--- src/rtl/rom_loader_pkg.sv ---
// Shared types and helpers for the ROM burst loader.
// Holds the loader state encoding and the index-width helper.
package rom_loader_pkg;

   typedef enum logic [1:0] {LD_IDLE, LD_ISSUE, LD_DRAIN, LD_DONE} ld_state_t;

   // The index counters must hold 0..depth inclusive, so they never wrap inside a burst.
   function automatic int idx_w(input int depth);
      return $clog2(depth + 1);
   endfunction

endpackage

--- src/rtl/rd_latency_pipe.sv ---
// Valid-tag shift register that matches the ROM read latency.
// A read issued in cycle n produces a capture strobe in cycle n+LAT.
module rd_latency_pipe #(
   parameter int LAT = 1
) (
   input  logic clk,
   input  logic reset,
   input  logic valid_i,
   output logic valid_o
);

   logic [LAT-1:0] pipe_q;

   // The cast drops the oldest tag, so LAT=1 needs no special case.
   always_ff @(posedge clk) begin
      if (reset) pipe_q <= '0;
      else       pipe_q <= LAT'({pipe_q, valid_i});
   end

   assign valid_o = pipe_q[LAT-1];

endmodule

--- src/rtl/rom_burst_loader.sv ---
// Streams DEPTH words from a synchronous ROM, starting at BASE_ADDR, into a register array.
// Defining ROM_LOADER_CKSUM_EN adds the checksum_o port, a running sum of the burst.
module rom_burst_loader
   import rom_loader_pkg::*;
#(
   parameter int DATA_W     = 8,
   parameter int DEPTH      = 32,
   parameter int ADDR_W     = 6,
   parameter int BASE_ADDR  = 0,
   parameter int RD_LATENCY = 1
) (
   input  logic              clk,
   input  logic              reset,
   input  logic              start_i,
   input  logic [DATA_W-1:0] rom_q_i,
   output logic [ADDR_W-1:0] rom_addr_o,
   output logic              rom_rd_en_o,
   output logic              busy_o,
   output logic              done_o,
`ifdef ROM_LOADER_CKSUM_EN
   output logic [DATA_W-1:0] checksum_o,
`endif
   output logic [DATA_W-1:0] data_out_o [DEPTH]
);

   localparam int IW    = idx_w(DEPTH);
   localparam int SEL_W = (DEPTH > 1) ? $clog2(DEPTH) : 1;
   localparam logic [ADDR_W-1:0] BASE     = ADDR_W'(BASE_ADDR);
   localparam logic [IW-1:0]     LAST_CNT = IW'(DEPTH);
   localparam logic [IW-1:0]     ONE      = IW'(1);

   if (DEPTH < 1) begin : g_bad_depth
      $error("rom_burst_loader: DEPTH must be >= 1");
   end
   if (RD_LATENCY < 1) begin : g_bad_latency
      $error("rom_burst_loader: RD_LATENCY must be >= 1");
   end
   if (BASE_ADDR + DEPTH > 2**ADDR_W) begin : g_bad_range
      $error("rom_burst_loader: BASE_ADDR+DEPTH exceeds the ROM address space");
   end

   ld_state_t         state_q;
   logic [IW-1:0]     issue_idx_q;
   logic [IW-1:0]     cap_idx_q;
   logic [ADDR_W-1:0] addr_q;
   logic              rd_en_q;
   logic              busy_q;
   logic              done_q;
   logic [DATA_W-1:0] data_q [DEPTH];
   logic              cap_stb;
   logic              start_acc;

   assign start_acc = start_i && (state_q == LD_IDLE || state_q == LD_DONE);

   rd_latency_pipe #(.LAT(RD_LATENCY)) u_rd_pipe (
      .clk     (clk),
      .reset   (reset),
      .valid_i (rd_en_q),
      .valid_o (cap_stb)
   );

   always_ff @(posedge clk) begin
      if (reset) begin
         state_q     <= LD_IDLE;
         issue_idx_q <= '0;
         cap_idx_q   <= '0;
         addr_q      <= BASE;
         rd_en_q     <= 1'b0;
         busy_q      <= 1'b0;
         done_q      <= 1'b0;
         for (int k = 0; k < DEPTH; k++) data_q[k] <= '0;
      end else begin
         if (cap_stb) begin
            data_q[cap_idx_q[SEL_W-1:0]] <= rom_q_i;
            cap_idx_q                    <= cap_idx_q + ONE;
         end
         case (state_q)
            LD_IDLE, LD_DONE: begin
               // data_q is deliberately kept; a reload overwrites entries in place.
               if (start_acc) begin
                  state_q     <= LD_ISSUE;
                  addr_q      <= BASE;
                  rd_en_q     <= 1'b1;
                  issue_idx_q <= ONE;
                  cap_idx_q   <= '0;
                  busy_q      <= 1'b1;
                  done_q      <= 1'b0;
               end
            end
            LD_ISSUE: begin
               if (issue_idx_q == LAST_CNT) begin
                  state_q <= LD_DRAIN;
                  rd_en_q <= 1'b0;
               end else begin
                  addr_q      <= BASE + ADDR_W'(issue_idx_q);
                  issue_idx_q <= issue_idx_q + ONE;
               end
            end
            LD_DRAIN: begin
               if (cap_idx_q == LAST_CNT) begin
                  state_q <= LD_DONE;
                  busy_q  <= 1'b0;
                  done_q  <= 1'b1;
               end
            end
            default: state_q <= LD_IDLE;
         endcase
      end
   end

`ifdef ROM_LOADER_CKSUM_EN
   logic [DATA_W-1:0] cksum_q;

   always_ff @(posedge clk) begin
      if (reset || start_acc) cksum_q <= '0;
      else if (cap_stb)       cksum_q <= cksum_q + rom_q_i;
   end

   assign checksum_o = cksum_q;
`endif

   assign rom_addr_o  = addr_q;
   assign rom_rd_en_o = rd_en_q;
   assign busy_o      = busy_q;
   assign done_o      = done_q;
   assign data_out_o  = data_q;

endmodule

--- config.mk ---
export PLATFORM = sky130hd
export DESIGN_NAME = rom_burst_loader
export DESIGN_NICKNAME = d
export VERILOG_FILES = /design/src/rtl/rom_loader_pkg.sv /design/src/rtl/rd_latency_pipe.sv /design/src/rtl/rom_burst_loader.sv
export SDC_FILE = /design/constraint.sdc
export NUM_CORES = 1
export LEC_CHECK = 0
export CAP_MARGIN = 20
export CELL_PAD_IN_SITES_DETAIL_PLACEMENT = 1
export CELL_PAD_IN_SITES_GLOBAL_PLACEMENT = 1
export CORE_MARGIN = 2
export CORE_UTILIZATION = 37
export CTS_CLUSTER_SIZE = 40
export DETAILED_ROUTE_END_ITERATION = 10
export PLACE_DENSITY_LB_ADDON = 0.1
export SYNTH_ARGS = -nofsm -noshare
export SYNTH_HDL_FRONTEND = slang
export SYNTH_SLANG_ARGS = --single-unit
--- constraint.sdc ---
create_clock -name clk -period 2.36 [get_ports clk]
set_clock_uncertainty 0.1 [all_clocks]
set_input_delay 0.236 -clock clk [delete_from_list [all_inputs] [get_ports clk]]
set_output_delay 0.236 -clock clk [all_outputs]
set_load 0.03 [all_outputs]
==> qor.yml, run 1 <==
status:
  status: "complete, no violations"
synthesis:
  ys_ff_latch: 280
  ys_seq_area_share_pct: 53.5
  netlist_area_um2: 10500
  post_synth_num_cell_types: 47
  avgSynthCellArea_um2: 10.3
  synth_nets: 1038
  synth_edf_count: 0
  synthesis.instances: 1019
  ys_warn_count: 0
  synthFlopType: "dfxtp_1"
  synth-async-reset-ratio_pct: 0
power:
  power_leakage_nw: 5.54
  max-vdd-ir-drop_mv: 0.449
  cellPowerDensity_nw_per_um2: 709
routing:
  wl_per_cell_um: 19.4
  drt_iter0_markers: 480
  final_antenna_net_count: 0
  wl_um: 32600
  drc: 0
  vias: 8209
  dr.pass1.iters: 4
  routed_via_density: 4.88
setup_path:
  r2r-start: "cap_idx_q[0]"
  critical_path.slowest_cell: "or3_1"
  crit_start: "cap_idx_q[0]"
  slowest_delay_ps: 630
  crit_required_ps: 2680
  crit_buf_inv: 0
  critPathKind: "reg2reg"
  reg2reg_depth: 5
  crit_family: "simple AND/OR/NAND/NOR gates"
  crit_path_cell_trace: "ha_1 > nand3_2 > or3_1 > mux2i_1 > nor2_1"
  cp-end-kind: "register"
  setup.worst_path.start_class: "register"
  path_max_fanout: 8
  path_depth: 5
  worstPathArrival_ps: 2490
finish:
  area_delta_synth_final_pct: 39.1
  drive_gt1_share_pct: 9.50
  diodes: 0
  final_core_util_pct: 52.3
  num-nets-final: 1307
  nFillCells: 2997
  instances_no_fill: 1683
floorplan:
  fp.dieH_um: 172
  die-area_um2: 29700
  start_util_pct: 37.6
  ios: 276
  rows: 61
  core-area_um2: 27900
  fp.dieW_um: 172
global_route:
  grt_pass1_wl_um: 50000
  grt_pass1_vias: 8490
  antenna_found_initial: 0
  gr-total-overflow: 0
  grt_max_degree: 73
  grt_util_all_layers_pct: 21.8
timing:
  hold_viol_final: 0
  min_period_ps: 2160
  rsz0062_at_grt: "false"
  finalCritPeriodShare_pct: 91.7
  maxSlewViolCount: 0
  relSlewSlack_pct: 45.8
  finalSetupViolations: 0
  setup_tns_ps: 0
  worstMarginPinSlew_ps: 813
  timing.hold.ws_ps: 48.4
  max_freq_mhz: 462
cts:
  postCtsSetupBuffers: 0
  cts_buffers: 30
  cts_tree: "yes"
  clock-root-buffer: "clkbuf_16"
  clk_latency_ps: 550
  cts.sinks: 280
  clk_pin_slew_ps: 60
  h-tree-depth: 1
  postCtsResizedCells: 0
  clockBufferDepth: 3
  holdBufCountCts: 0
flow_run:
  drv_cap: 0
min_path:
  hp-class: "in2reg"
  holdPathStages: 2
  hold_start: "reset"
placement:
  hpwl_um: 21700
  dpl.cell_count: 1634
  place_congestion: 0.779
  io_buffers: 275
## final timing paths
kind / to / slack, ps
setup / recovery: data_out_o[193] / 200
hold reg to reg: rom_addr_o[1] / 370
setup reg to reg: data_out_o[193] / 200
hold / removal: data_out_o[21] / 50
## metrics by stage
stage	instance area, um2	power [W]	setup WS (ps)
after floorplan	10500	0.00564	488
after global placement	13600	0.00599	213
after detailed placement	13600	0.00601	139
after CTS	14600	0.0105	125
after global routing	14600	0.0108	57.4
final	14600	0.0103	197
## worst register-to-register path, cell delays in order, from the launching register on
cell     delay [ps]
dfxtp_1         420
ha_1            300
nand3_2         240
or3_1           630
mux2i_1         290
nor2_1           60
## layout make-up
| type | count | area, um2 | area share (%) |
|---|---|---|---|
| Clock inverter | 3 | 15.0 | 0.103 |
| Timing Repair Buffer | 305 | 2990 | 20.5 |
| Tap cell | 378 | 473 | 3.25 |
| Sequential cell | 280 | 5610 | 38.5 |
| Clock buffer | 46 | 902 | 6.19 |
| Inverter | 7 | 26.3 | 0.180 |
| Multi-Input combinational cell | 664 | 4560 | 31.3 |
## metal layers
layer	vias up	wire [um]	GRT usage, %
li1	3950	-	-
met1	4036	14200	27.1
met2	185	15600	37.2
met3	38	2250	6.94
met4	0	539	4.64
met5	-	0	0
## cell families (layout without fill, tap and decap cells)
group	after synthesis	after routing	synth area share (%)
and+or+nand+nor	339	339	15.4
DFF	280	280	53.5
muxes	236	236	22.6
AOI/OAI and AO/OA	77	77	4.26
buffers and inverters	75	361	3.02
adders and majority gates	8	8	0.956
xor gates and xnor gates	4	4	0.335
## sequential cells by signal (all words and copies together), names as in the netlist
signal and cells:
u_rd_pipe.valid_o 1, done_o 1, state_q 2, rom_rd_en_o 1, cap_idx_q 6, issue_idx_q 6
busy_o 1, data_out_o 256, rom_addr_o 6
## layout by cell type, fill, tap and decap left out, types with 3 or more instances in the layout
cell type          n
dfxtp_1          280
clkdlybuf4s50_1  266
nor2_1           243
mux2i_1          235
nand2_1           33
a21oi_1           32
clkbuf_16         31
o21ai_0           28
buf_4             26
nor2_4            10
nor2_2             9
nand3_2            8
ha_1               8
clkbuf_8           8
clkbuf_1           8
buf_2              8
inv_1              7
a22o_1             6
nand3_1            5
or3_1              4
nand2b_1           4
buf_12             4
nand4_2            3
nand3b_1           3
nor3_4             3
clkinv_2           3
## power breakdown
part           total (W)  switching [W]  internal [W]
Sequential       0.00490      0.0000830       0.00481
Clock            0.00443        0.00184       0.00259
Combinational    0.00101       0.000667      0.000343
Total             0.0103        0.00259       0.00774
## cell usage after synthesis (2+ instances only)
cell type  count  area, um2
nor2_1       243        912
nor2_4        10        113
dfxtp_1      280       5610
nor3b_2        2       25.0
o21ai_0       28        140
nor2_2         9       56.3
nand3_2        8       80.1
a21oi_1       32        160
nand2_1       33        124
inv_1          7       26.3
xnor2_1        2       17.5
mux2i_1      236       2360
ha_1           8        100
or3_1          4       25.0
nand4_2        3       37.5
nor3_4         3       48.8
xor2_1         2       17.5
nand2b_1       4       25.0
nand3_1        5       25.0
nand4_1        2       12.5
a31oi_1        2       12.5
buf_4          3       22.5
clkbuf_1      54        203
nand3b_1       3       22.5
buf_6          2       22.5
buf_1          2       7.51
nor3b_1        2       15.0
a22o_1         6       52.6
buf_2          6       30.0
(Power assumes the default switching activity.)
==> run 2: changes to the inputs <==
--- a/config.mk
+++ b/config.mk
@@ -9,7 +9,7 @@
 export CELL_PAD_IN_SITES_DETAIL_PLACEMENT = 1
 export CELL_PAD_IN_SITES_GLOBAL_PLACEMENT = 1
 export CORE_MARGIN = 2
-export CORE_UTILIZATION = 37
+export CORE_UTILIZATION = 40
 export CTS_CLUSTER_SIZE = 40
 export DETAILED_ROUTE_END_ITERATION = 10
 export PLACE_DENSITY_LB_ADDON = 0.1
==> constraint.sdc (replaced) <==
create_clock -name clk -period 2.75 [get_ports clk]
set_clock_uncertainty 0.1 [all_clocks]
set_input_delay 0.275 -clock clk [delete_from_list [all_inputs] [get_ports clk]]
set_output_delay 0.275 -clock clk [all_outputs]
set_load 0.03 [all_outputs]
==> run 2 against run 1 <==
Net effect:
- fmax shrank 7.6%
- non-clock buffer count decreased by 16
- hold slack gained 100 ps
- clock-buffer cell count up 3
- global-route usage up 1.4 points
- combinational power is 15% lower
- sequential share of layout area rose by 0.41 points
- wire length rose by 1.1%
- flip-flop and latch count unchanged
- sequential power down 14%
- final cell count down 3.2%
- first-iteration DRC count decreased by 16%
- highest routed layer unchanged
==> qor.yml, run 2 (synthesis gave the netlist of run 1 again) <==
routing:
  drt_iter0_markers: 405
  vias: 8229
  drc: 0
  dr.pass1.iters: 4
  routed_via_density: 5.05
  final_antenna_net_count: 0
  wl_per_cell_um: 20.2
  wl_um: 33000
cts:
  clk_pin_slew_ps: 60
  cts_tree: "yes"
  clockBufferDepth: 3
  postCtsResizedCells: 0
  clk_latency_ps: 550
  holdBufCountCts: 0
  cts_buffers: 31
  clock-root-buffer: "clkbuf_16"
  postCtsSetupBuffers: 0
  cts.sinks: 280
  h-tree-depth: 1
finish:
  drive_gt1_share_pct: 8.27
  mostFrequentLayoutCells: "280 x dfxtp_1, 270 x clkdlybuf4s50_1, 243 x nor2_1"
  instances_no_fill: 1629
  final_core_util_pct: 55.6
  diodes: 0
  mostFrequentLayoutCell: "dfxtp_1"
  area_delta_synth_final_pct: 37.6
  largest_reg_flops: 256
  num-nets-final: 1292
global_route:
  grt_pass1_wl_um: 51000
  grt_use_met3_pct: 8.48
  use_met2_pct: 39.3
  grt_pass1_vias: 8699
  antenna_found_initial: 0
  grt_util_all_layers_pct: 23.2
  gr-total-overflow: 0
  grt_util_met1_pct: 28.0
  grt.busiest_layer: "met2"
  grt_max_degree: 123
power:
  seqPwrFrac_pct: 46.7
  cellPowerDensity_nw_per_um2: 624
  swShare_pct: 25.6
  p_int_w: 0.00670
  power_leakage_nw: 5.47
  power.switching_w: 0.00230
  power_frac_comb_pct: 9.5
  max-vdd-ir-drop_mv: 0.521
  clock_power_share_pct: 43.8
floorplan:
  start_util_pct: 40.4
  core-area_um2: 25900
  rows: 59
  fp.dieW_um: 166
  fp.dieH_um: 166
  die-area_um2: 27500
  ios: 276
setup_path:
  worstPathArrival_ps: 2740
  path_max_fanout: 7
  setup.worst_path.start_class: "register"
  critPathKind: "reg2reg"
  cp-end-kind: "register"
  crit_required_ps: 3150
  reg2reg_slack_ps: 410
  reg2reg_depth: 6
timing:
  min_period_ps: 2340
  maxSlewViolCount: 0
  timing.hold.ws_ps: 153
  hold_viol_final: 0
  relSlewSlack_pct: 35.2
  rsz0062_at_grt: "false"
  worstMarginPinSlew_ps: 972
  setup_tns_ps: 0
  fin_ws_ps: 410
  finalSetupViolations: 0
  max_freq_mhz: 427
  finalCritPeriodShare_pct: 85.1
status:
  status: "complete, no violations"
placement:
  place_congestion: 0.774
  hpwl_um: 20800
  io_buffers: 275
  dpl.cell_count: 1575
  pre_cts_ws_ps: 437
flow_run:
  drv_cap: 0
min_path:
  holdPathStages: 2
  hp-class: "in2reg"
-- run 2: worst max-delay path: stages, from the launching register on --
cell and delay, ps:
dfxtp_1 330, inv_1 60, ha_1 420, mux2i_1 570, a31oi_1 210, nor2_1 380, a22o_1 210
-- run 2: worst paths after layout --
check	start	endpoint
worst max-delay path	state_q[0]	rom_addr_o[2]
worst min register to register	rom_addr_o[3]	rom_addr_o[3]
worst min-delay path	reset	data_out_o[30]
worst max register to register	state_q[0]	rom_addr_o[2]
-- run 2: final cells by class --
type	count	area, um2
clock buffers	49	933
clock inverters	5	25.0
fillers	2795	11500
inverters	7	26.3
multi-input cells	664	4550
flip-flops and latches	280	5610
well taps	335	419
repair buffers	289	2850
-- run 2: metrics by stage --
| step | power, W | instance area (um2) |
|---|---|---|
| final | 0.00900 | 14400 |
| after detailed placement | 0.00514 | 13500 |
| after global routing | 0.00934 | 14400 |
| after floorplan | 0.00484 | 10500 |
| after global placement | 0.00512 | 13500 |
| after CTS | 0.00909 | 14400 |
-- run 2: metal layers --
layer  part of all wire (%)  routed length, um
met1                     42              14000
met2                     47              15600
met3                    8.1               2670
met4                    2.2                709
met5                      0                  0
-- run 2: power by group through the flow --
stage | clock network [W] | registers [W] | logic, W
after global routing | 0.00420 | 0.00421 | 0.000926
after CTS | 0.00403 | 0.00420 | 0.000860
after detailed placement | 0 | 0.00429 | 0.000849
after floorplan | 0 | 0.00434 | 0.000499
after global placement | 0 | 0.00428 | 0.000836
final | 0.00394 | 0.00420 | 0.000855
==> run 3: changes to the inputs <==
--- a/config.mk
+++ b/config.mk
@@ -5,11 +5,12 @@
 export SDC_FILE = /design/constraint.sdc
 export NUM_CORES = 1
 export LEC_CHECK = 0
+export ABC_AREA = 1
 export CAP_MARGIN = 20
 export CELL_PAD_IN_SITES_DETAIL_PLACEMENT = 1
 export CELL_PAD_IN_SITES_GLOBAL_PLACEMENT = 1
 export CORE_MARGIN = 2
-export CORE_UTILIZATION = 40
+export CORE_UTILIZATION = 37
 export CTS_CLUSTER_SIZE = 40
 export DETAILED_ROUTE_END_ITERATION = 10
 export PLACE_DENSITY_LB_ADDON = 0.1
==> run 3 against run 2 <==
Net effect:
- power up 1.4%
- critical path depth down 1
- critical path type unchanged
- highest routed layer unchanged
- wire length up 12%
==> qor.yml, run 3 <==
status:
  status: "complete, no violations"
setup_path:
  slowest_delay_ps: 620
  worstPathArrival_ps: 2390
  critPathKind: "reg2reg"
  setup.worst_path.start_class: "register"
  crit_required_ps: 3050
  crit_path_cell_trace: "nand2_4 > inv_1 > nand2_1 > nand2_1 > a21oi_1"
  cp-end-kind: "register"
  critical_path.slowest_cell: "dfxtp_1"
  path_max_fanout: 13
  path_common_cell: "nand2_1"
cts:
  clk_pin_slew_ps: 60
  clk_latency_ps: 550
  clockBufferDepth: 3
  clock-root-buffer: "clkbuf_16"
  holdBufCountCts: 0
  cts.sinks: 280
  postCtsSetupBuffers: 0
  cts_tree: "yes"
  h-tree-depth: 1
  cts_buffers: 31
  postCtsResizedCells: 0
timing:
  timing.hold.ws_ps: 46.7
  finalSetupViolations: 0
  rsz0062_at_grt: "false"
  worstMarginPinSlew_ps: 991
  fin_ws_ps: 654
  maxSlewViolCount: 0
  finalCritPeriodShare_pct: 76.2
  setup_tns_ps: 0
  max_freq_mhz: 477
  relSlewSlack_pct: 34.0
  hold_viol_final: 0
  min_period_ps: 2100
synthesis:
  synthesis.instances: 1341
  yosysTopAreaCellShare_pct: 53.7
  synth_area_leaders: "dfxtp_1 54%, nor2_1 15%, o21ai_0 9.8%"
  ys_seq_area_share_pct: 53.7
  synthFlopType: "dfxtp_1"
  avgSynthCellArea_um2: 7.79
  ys_warn_count: 0
  ys_ff_latch: 280
  synth_edf_count: 0
  synth_nets: 1360
  netlist_area_um2: 10400
  synth-async-reset-ratio_pct: 0
  post_synth_num_cell_types: 31
  synth_top_area_cell: "dfxtp_1"
  synth_common_cells: "427 x nor2_1, 280 x dfxtp_1, 204 x o21ai_0"
  yosysMostFrequentCell: "nor2_1"
power:
  seqPwrFrac_pct: 46.0
  max-vdd-ir-drop_mv: 0.429
  power_leakage_nw: 5.58
  power_frac_comb_pct: 9.8
  power.switching_w: 0.00236
  clock_power_share_pct: 44.2
  swShare_pct: 25.9
  p_int_w: 0.00676
  cellPowerDensity_nw_per_um2: 632
  p_total_w: 0.00913
placement:
  pre_cts_ws_ps: 664
  hpwl_um: 24300
  place_congestion: 0.781
  io_buffers: 275
  place_area_um2: 13500
routing:
  wl_per_cell_um: 18.4
  drc: 0
  dr.pass1.iters: 5
  wl_um: 36800
  vias: 9944
  final_antenna_net_count: 0
  drt_iter0_markers: 496
  routed_via_density: 4.98
finish:
  drive_gt1_share_pct: 9.14
  mostFrequentLayoutCells: "427 x nor2_1, 280 x dfxtp_1, 266 x clkdlybuf4s50_1"
  multiInputGateArea_um2: 4270
  nFillCells: 3395
  stdcell_area_um2: 14400
  ff_latch_area_um2: 5610
  area_delta_synth_final_pct: 38.3
  diodes: 0
  largest_reg_flops: 256
  num-nets-final: 1616
  mostFrequentLayoutCell: "nor2_1"
floorplan:
  core-area_um2: 27800
  fp.dieW_um: 172
  rows: 61
  start_util_pct: 37.6
  die-area_um2: 29600
  fp.dieH_um: 172
  ios: 276
global_route:
  grt_use_met3_pct: 4.53
  antenna_found_initial: 0
  grt.busiest_layer: "met2"
  grt_pass1_wl_um: 56800
  use_met2_pct: 41.7
  gr-total-overflow: 0
  grt_max_degree: 70
  grt_util_met1_pct: 32.0
  grt_pass1_vias: 10016
  grt_util_all_layers_pct: 24.5
min_path:
  hp-class: "in2reg"
flow_run:
  drv_cap: 0
run 3: cell count changes after synthesis, sizes merged, moves of 4 or more:
cell	delta
clkbuf	-11
nand2b	-4
buf	+13
nand2	+79
nand4	+5
nor3b	-4
a22o	-6
nand3	+53
o21ai	+175
mux2i	-236
a21oi	+37
or3	-5
inv	+54
nor2	+186
run 3: final timing paths:
path | end | cells after the start | from | slack, ps
worst min register to register | u_rd_pipe.valid_o | 2 | rom_rd_en_o | 360
worst min-delay path | data_out_o[136] | 3 | rom_q_i[0] | 50
worst max register to register | data_out_o[203] | 5 | u_rd_pipe.valid_o | 650
worst max-delay path | data_out_o[203] | 5 | u_rd_pipe.valid_o | 650
run 3: per-layer routing:
metal / part of all wire [%] / vias up
li1: - / 4831
met1: 45 / 4807
met2: 47 / 252
met3: 5.7 / 54
met4: 2.3 / 0
met5: 0 / -
run 3: worst max-delay path: cells and delay by family, from the launching register on:
family / cells / cell delay [ps]
compound gates: 1 / 70
buf+inv: 1 / 490
flops: 1 / 620
simple gates: 3 / 650
run 3: stage by stage:
step           cells  utilization, %
3_5_place_dp    1942            48.4
5_1_grt         1998            52.0
4_1_cts         1998            52.0
2_1_floorplan   1341               -
3_3_place_gp    1942            48.4
6_report        1998            52.0
run 3: final cells by class:
class / instances / area share, %
Timing Repair Buffer: 293 / 19.9
Multi-Input combinational cell: 929 / 29.6
Clock inverter: 11 / 0.554
Clock buffer: 45 / 6.29
Tap cell: 378 / 3.27
Inverter: 62 / 1.65
Sequential cell: 280 / 38.8
run 3: power by group through the flow:
stage	sequential, W	clock [W]	combinational [W]
2_1_floorplan	0.00434	0	0.000537
3_3_place_gp	0.00428	0	0.000883
3_5_place_dp	0.00428	0	0.000902
4_1_cts	0.00419	0.00412	0.000908
5_1_grt	0.00421	0.00427	0.00100
6_report	0.00419	0.00404	0.000897
run 3: kinds of logic (layout without fill, tap and decap cells):
family / Yosys count / after routing / share of synthesized area (%)
simple gates: 644 / 644 / 26.6
buf+inv: 132 / 411 / 5.44
xor+xnor: 2 / 2 / 0.168
fa+ha+maj: 8 / 8 / 0.958
flops: 280 / 280 / 53.7
compound gates: 275 / 275 / 13.2
